$ cat src/rtl/alu_serial_driver.sv
// Bit-serial driver for a 1-bit ALU slice: one operand bit per cycle, LSB first, carry chained through a register.
// Optional feature: define OVERFLOW_FLAG_EN to add the signed-overflow output.
module alu_serial_driver #(
   parameter int WIDTH = 8
) (
   input  logic             clk,
   input  logic             rst_n,
   input  logic             start,
   input  logic [WIDTH-1:0] opA,
   input  logic [WIDTH-1:0] opB,
   input  logic [3:0]       aluOp,
`ifdef OVERFLOW_FLAG_EN
   output logic             overflow,
`endif
   output logic             busy,
   output logic             done,
   output logic [WIDTH-1:0] resultOut,
   output logic             carryOutFinal,
   output logic             zero,
   output logic             sliceA,
   output logic             sliceB,
   output logic             sliceAInvert,
   output logic             sliceBInvert,
   output logic             sliceCarryIn,
   output logic [1:0]       sliceOperation,
   input  logic             sliceResult,
   input  logic             sliceCarryOut
);

   localparam int CW = $clog2(WIDTH);
   localparam logic [CW-1:0] LAST = CW'(WIDTH - 1);

   typedef enum logic [1:0] {IDLE, RUN, DONE} stateType;

   stateType         stateReg, stateNext;
   logic [CW-1:0]    cntReg;
   logic [WIDTH-1:0] aReg, bReg;
   logic [3:0]       opReg;
   logic             carryReg;
   logic [WIDTH-1:0] resultReg;
   logic             carryOutReg;
   logic             zeroReg;
   logic [WIDTH-1:0] captureEn;
   logic             accept;
   logic             runActive;
   logic             lastBit;
`ifdef OVERFLOW_FLAG_EN
   logic             overflowReg;
`endif

   assign accept    = (stateReg == IDLE) && start;
   assign runActive = (stateReg == RUN);
   assign lastBit   = runActive && (cntReg == LAST);

   always_ff @(posedge clk or negedge rst_n) begin
      if (!rst_n) begin
         stateReg <= IDLE;
      end else begin
         stateReg <= stateNext;
      end
   end

   // Next state plus slice drives; drives stay at 0 outside RUN.
   always_comb begin
      stateNext      = stateReg;
      sliceA         = 1'b0;
      sliceB         = 1'b0;
      sliceAInvert   = 1'b0;
      sliceBInvert   = 1'b0;
      sliceCarryIn   = 1'b0;
      sliceOperation = 2'b00;
      case (stateReg)
         IDLE: begin
            if (start) begin
               stateNext = RUN;
            end
         end
         RUN: begin
            sliceA         = aReg[cntReg];
            sliceB         = bReg[cntReg];
            sliceAInvert   = opReg[3];
            sliceBInvert   = opReg[2];
            sliceOperation = opReg[1:0];
            // First bit of SUB gets bInvert as carry-in so the slice computes a + ~b + 1.
            if (cntReg == '0) begin
               sliceCarryIn = (opReg[1:0] == 2'b10) && opReg[2];
            end else begin
               sliceCarryIn = carryReg;
            end
            if (cntReg == LAST) begin
               stateNext = DONE;
            end
         end
         DONE: begin
            stateNext = IDLE;
         end
         default: begin
            stateNext = IDLE;
         end
      endcase
   end

   genvar gi;
   generate
      for (gi = 0; gi < WIDTH; gi++) begin : genCapture
         assign captureEn[gi] = runActive && (cntReg == CW'(gi));
      end
   endgenerate

   always_ff @(posedge clk or negedge rst_n) begin
      if (!rst_n) begin
         cntReg      <= '0;
         aReg        <= '0;
         bReg        <= '0;
         opReg       <= '0;
         carryReg    <= 1'b0;
         resultReg   <= '0;
         carryOutReg <= 1'b0;
         zeroReg     <= 1'b0;
      end else if (accept) begin
         cntReg      <= '0;
         aReg        <= opA;
         bReg        <= opB;
         opReg       <= aluOp;
         carryReg    <= 1'b0;
         resultReg   <= '0;
         carryOutReg <= 1'b0;
         zeroReg     <= 1'b0;
      end else if (runActive) begin
         carryReg  <= sliceCarryOut;
         resultReg <= (resultReg & ~captureEn) | ({WIDTH{sliceResult}} & captureEn);
         if (lastBit) begin
            cntReg      <= '0;
            carryOutReg <= sliceCarryOut;
            zeroReg     <= ({sliceResult, resultReg[WIDTH-2:0]} == '0);
         end else begin
            cntReg <= cntReg + 1'b1;
         end
      end
   end

`ifdef OVERFLOW_FLAG_EN
   // Signed overflow: carry into the MSB differs from carry out of it; meaningful for add/sub only.
   always_ff @(posedge clk or negedge rst_n) begin
      if (!rst_n) begin
         overflowReg <= 1'b0;
      end else if (accept) begin
         overflowReg <= 1'b0;
      end else if (lastBit) begin
         overflowReg <= (opReg[1:0] == 2'b10) && (sliceCarryIn ^ sliceCarryOut);
      end
   end

   assign overflow = overflowReg;
`endif

   assign busy          = (stateReg != IDLE);
   assign done          = (stateReg == DONE);
   assign resultOut     = resultReg;
   assign carryOutFinal = carryOutReg;
   assign zero          = zeroReg;

endmodule
$ cat config.mk
export PLATFORM = sky130hd
export DESIGN_NAME = alu_serial_driver
export DESIGN_NICKNAME = d
export VERILOG_FILES = /design/src/rtl/alu_serial_driver.sv
export SDC_FILE = /design/constraint.sdc
export NUM_CORES = 1
export LEC_CHECK = 0
export ABC_AREA = 0
export BUFFER_PORTS_ARGS = -buffer_cell sky130_fd_sc_hd__buf_2
export CORE_MARGIN = 1
export CORE_UTILIZATION = 40
export DETAILED_ROUTE_END_ITERATION = 12
export HOLD_SLACK_MARGIN = 0.08
export MAX_ROUTING_LAYER = met4
export PLACE_DENSITY = 0.65
export SYNTH_ARGS = -nofsm -noshare
export SYNTH_HDL_FRONTEND = slang
export SYNTH_SLANG_ARGS = --single-unit
$ cat constraint.sdc
create_clock -name clk -period 4 [get_ports clk]
set_clock_uncertainty 0.05 [all_clocks]
set_input_delay 1.2 -clock clk [delete_from_list [all_inputs] [get_ports clk]]
set_output_delay 1.2 -clock clk [all_outputs]
set_load 0.05 [all_outputs]
==> key figures <==
Clock network
  – Buffers inserted during post-CTS setup optimization: 0
  – Worst skew pair latency: 0.28 ns
  – Reg clk slew, reported paths: about 0.07 ns
  – Number of levels the H-tree was split into: 2
  – Post-cts resize count: 0
  – Number of buffers added by the clock tree synthesis step: 5
  – Number of clock sinks: 36
  – CTS tree: done
  – Maximum buffer depth of the clock tree: 2
  – Hold bufs inserted after CTS: 0
  – Root buffer selected by CTS: sky130_fd_sc_hd__clkbuf_8

Hold path
  – Worst min-delay path class: reg2reg
  – Startpoint of the most critical hold path: opReg[3]

Detailed routing
  – Final routed wire length divided by cell count: between 10 and 15 um
  – DR DRC count: 0
  – Vias after detailed routing: about 1200
  – Drt via density: roughly 5.2
  – Violation count after the first detailed-route iteration: 50
  – Antenna-violating nets left: 0
  – Total Routed Length: ~3300 um
  – Detailed Routing Iterations Pass 1: 4

Cells and area
  – Area grow syn2layout: 17.24%
  – Antenna fix cells: 0
  – Most common library cell in the layout ignoring fill and taps: sky130_fd_sc_hd__buf_2
  – Ratio of cells with drive above 1 in the final layout: between 40% and 50%
  – Fill cells: approximately 400
  – Final Net Count: ~210
  – Final instance area: approximately 0.0021 mm2
  – Final cell count without fillers: between 200 and 250
  – Fraction of the core area covered by cells at the end of the flow: between 40% and 50%
  – Most frequent cells in the layout: 43 x sky130_fd_sc_hd__buf_2, 36 x sky130_fd_sc_hd__dfrtp_1, 12 x sky130_fd_sc_hd__nand2_1

Placement
  – Setup WS pre-CTS: approximately 1.1 ns
  – Weighted congestion at the end of routability-driven global placement: around 0.80
  – Placed Instances: approximately 230
  – Hpwl dp: 2373 um
  – Cell Area, Placed: 0.002034 mm2
  – Number of buffer cells added on primary ports: 43

Power and ir drop
  – Leak Pwr: 1.046 nW
  – Total power after layout: approximately 2.0 mW
  – Power density relative to cell area: around 940 mW/mm2
  – Maximum resistive drop on vdd: roughly 0.00039 V

STA
  – Post-Route Setup TNS: 0 ns
  – Setup repair after global routing missed its margin: no
  – Post-route worst hold slack: between 0.4 and 0.5 ns
  – Final critical delay including setup and external delays: ~3.2 ns
  – Final Hold Violating Endpoints: 0
  – Measured slew at the worst slew-check pin: roughly 0.79 ns
  – Ratio of final minimum period to clock period: about four fifths
  – # setup viols final: 0
  – Final setup margin: ~0.79 ns
  – Max Freq: 0.3117 GHz
  – Relative slew slack: a little under half
  – Pins over their slew limit: 0

GRT
  – Largest net degree at the start of global routing: 37
  – Initial antenna violation count: 0
  – Overall Global Routing Usage: approximately 16%
  – First-pass GRT wire length: slightly below 6000 um
  – Via count of the first global-routing pass: about 1300
  – Residual overflow from global routing: 0

Floorplan
  – Initial core utilization: a little over two fifths
  – Die Outline Area: about 0.0048 mm2
  – Site row count: 24
  – Boundary Pins: 44
  – Die width: roughly 69 um
  – Placeable Area: about 0.0044 mm2
  – Die height: between 60 and 70 um

Synth
  – Number of warnings reported in the yosys synthesis log: 0
  – Count of different cell masters after synthesis: 32
  – Cells after synthesis: ~140
  – Sequential fraction of the synthesis area: 49.66%
  – Synth Cell Area: 0.001814 mm2
  – Nets in the synthesized netlist: 167
  – Post-synthesis average cell area: ~13 um2
  – Total of flip-flops plus latches after synthesis: 36

Setup path
  – Worst-path cell with the longest stage delay: sky130_fd_sc_hd__dfrtp_1
  – Worst flop-to-flop path startpoint: cntReg[1]
  – Worst setup endpoint: sliceCarryIn
  – Element type at the critical path end: output pin
  – R2R Path End: cntReg[0]
  – Critical path type: reg2out
  – Worst reg2reg path depth: 4
  – R2R setup slack: roughly 2.3 ns
  – Cell chain of the critical path: inv_1, ha_1, and2b_1, nand2b_1, a21oi_1, buf_2
  – Setup crit start: cntReg[1]
  – Maximum cell stage delay along the critical path: approximately 0.55 ns
  – Required time worst endpoint: 2.75 ns
  – Type of element launching the critical path: flop
  – Largest driver fanout on the critical path: 7
  – Arrival time worst endpoint: ~2.0 ns

Flow run
  – Maximum capacitance violations: 0

Outcome
  – Outcome: completed
[final cells by class]
| class | instances | area [um2] | share of cell area [%] |
|---|---|---|---|
| inverter | 3 | 11.26 | 0.5294 |
| timing repair buffer | 45 | 230.2 | 10.82 |
| clock buffer | 6 | 82.58 | 3.882 |
| sequential | 36 | 900.9 | 42.35 |
| multi-input combinational | 89 | 827.0 | 38.88 |
| clock inverter | 2 | 10.01 | 0.4706 |
| tap | 52 | 65.06 | 3.059 |
[cells by family (layout without fill, tap and decap cells)]
logic type               after synthesis  after routing  synth area share (%)
AND/OR/NAND/NOR                       32             32                 10.21
adder cells (fa/ha/maj)                6              6                 4.138
flip-flops                            36             36                 49.65
multiplexers                          24             24                 19.45
buffers and inverters                 11             56                 5.103
AO/OA/AOI/OAI                         27             27                 11.45
[sequential cells by signal (all words and copies together), names as in the netlist]
register	flops
carryOutFinal	1
carryReg	1
stateReg	2
aReg	8
cntReg	3
opReg	4
bReg	8
zero	1
resultOut	8
[per-layer routing]
layer,share of wire (%),vias up,global-route usage [%]
li1,-,576,-
met3,5.4,7,5.233
met5,0,-,-
met1,48,597,20.55
met2,45,42,23.09
met4,1.6,0,4.762
[report_power, final]
part | internal, mW | switching [mW] | total [mW] | leakage (nW)
logic | 0.434 | 0.632 | 1.07 | 0.550
clock network | 0.137 | 0.126 | 0.264 | 0.0510
registers | 0.534 | 0.140 | 0.675 | 0.445
total | 1.11 | 0.899 | 2.00 | 1.05
[synthesized netlist by cell type]
| cell type | instances | area (um2) |
|---|---|---|
| sky130_fd_sc_hd__mux4_2 | 4 | 90.09 |
| sky130_fd_sc_hd__nand2_1 | 12 | 45.04 |
| sky130_fd_sc_hd__ha_1 | 6 | 75.07 |
| sky130_fd_sc_hd__mux2_4 | 10 | 150.1 |
| sky130_fd_sc_hd__a22o_1 | 7 | 61.31 |
| sky130_fd_sc_hd__o31ai_1 | 1 | 7.510 |
| sky130_fd_sc_hd__a21o_1 | 5 | 37.54 |
| sky130_fd_sc_hd__nand4b_1 | 1 | 8.760 |
| sky130_fd_sc_hd__nor2b_1 | 1 | 6.260 |
| sky130_fd_sc_hd__and3_1 | 2 | 12.51 |
| sky130_fd_sc_hd__o21bai_1 | 2 | 15.01 |
| sky130_fd_sc_hd__a32o_1 | 3 | 30.03 |
| sky130_fd_sc_hd__and2b_1 | 1 | 7.510 |
| sky130_fd_sc_hd__dfrtp_1 | 36 | 900.9 |
| sky130_fd_sc_hd__o21ai_0 | 1 | 5.000 |
| sky130_fd_sc_hd__buf_2 | 2 | 10.01 |
| sky130_fd_sc_hd__buf_6 | 5 | 56.30 |
| sky130_fd_sc_hd__a21oi_2 | 2 | 17.52 |
| sky130_fd_sc_hd__and2_1 | 4 | 25.02 |
| sky130_fd_sc_hd__or2_2 | 1 | 6.260 |
| sky130_fd_sc_hd__inv_1 | 3 | 11.26 |
| sky130_fd_sc_hd__a21oi_1 | 5 | 25.02 |
| sky130_fd_sc_hd__or3_1 | 1 | 6.260 |
| sky130_fd_sc_hd__mux2_1 | 3 | 33.78 |
| sky130_fd_sc_hd__o32ai_1 | 1 | 8.760 |
| sky130_fd_sc_hd__mux2_2 | 7 | 78.83 |
| sky130_fd_sc_hd__nand2b_1 | 4 | 25.02 |
| sky130_fd_sc_hd__nor3b_2 | 1 | 12.51 |
| sky130_fd_sc_hd__nor2b_2 | 1 | 8.760 |
| sky130_fd_sc_hd__and2_4 | 1 | 8.760 |
| sky130_fd_sc_hd__buf_8 | 1 | 15.01 |
| sky130_fd_sc_hd__nor4_1 | 2 | 12.51 |
[worst max-delay path, delay by kind of cell, from the launching register on]
| family | cells | cell delay (ns) |
|---|---|---|
| fa+ha+maj | 1 | 0.24 |
| simple gates | 2 | 0.36 |
| compound gates | 1 | 0.11 |
| flops | 1 | 0.55 |
| buf+inv | 2 | 0.42 |
[how the worst min path moves through the flow]
| stage | endpoint | cells after the start |
|---|---|---|
| floorplan | opReg[3] | 1 |
| global placement | opReg[3] | 1 |
| detailed placement | opReg[3] | 1 |
| CTS | opReg[3] | 1 |
| global route | aReg[5] | 1 |
| finish | opReg[3] | 1 |
Power figures use the tool's default switching activity.
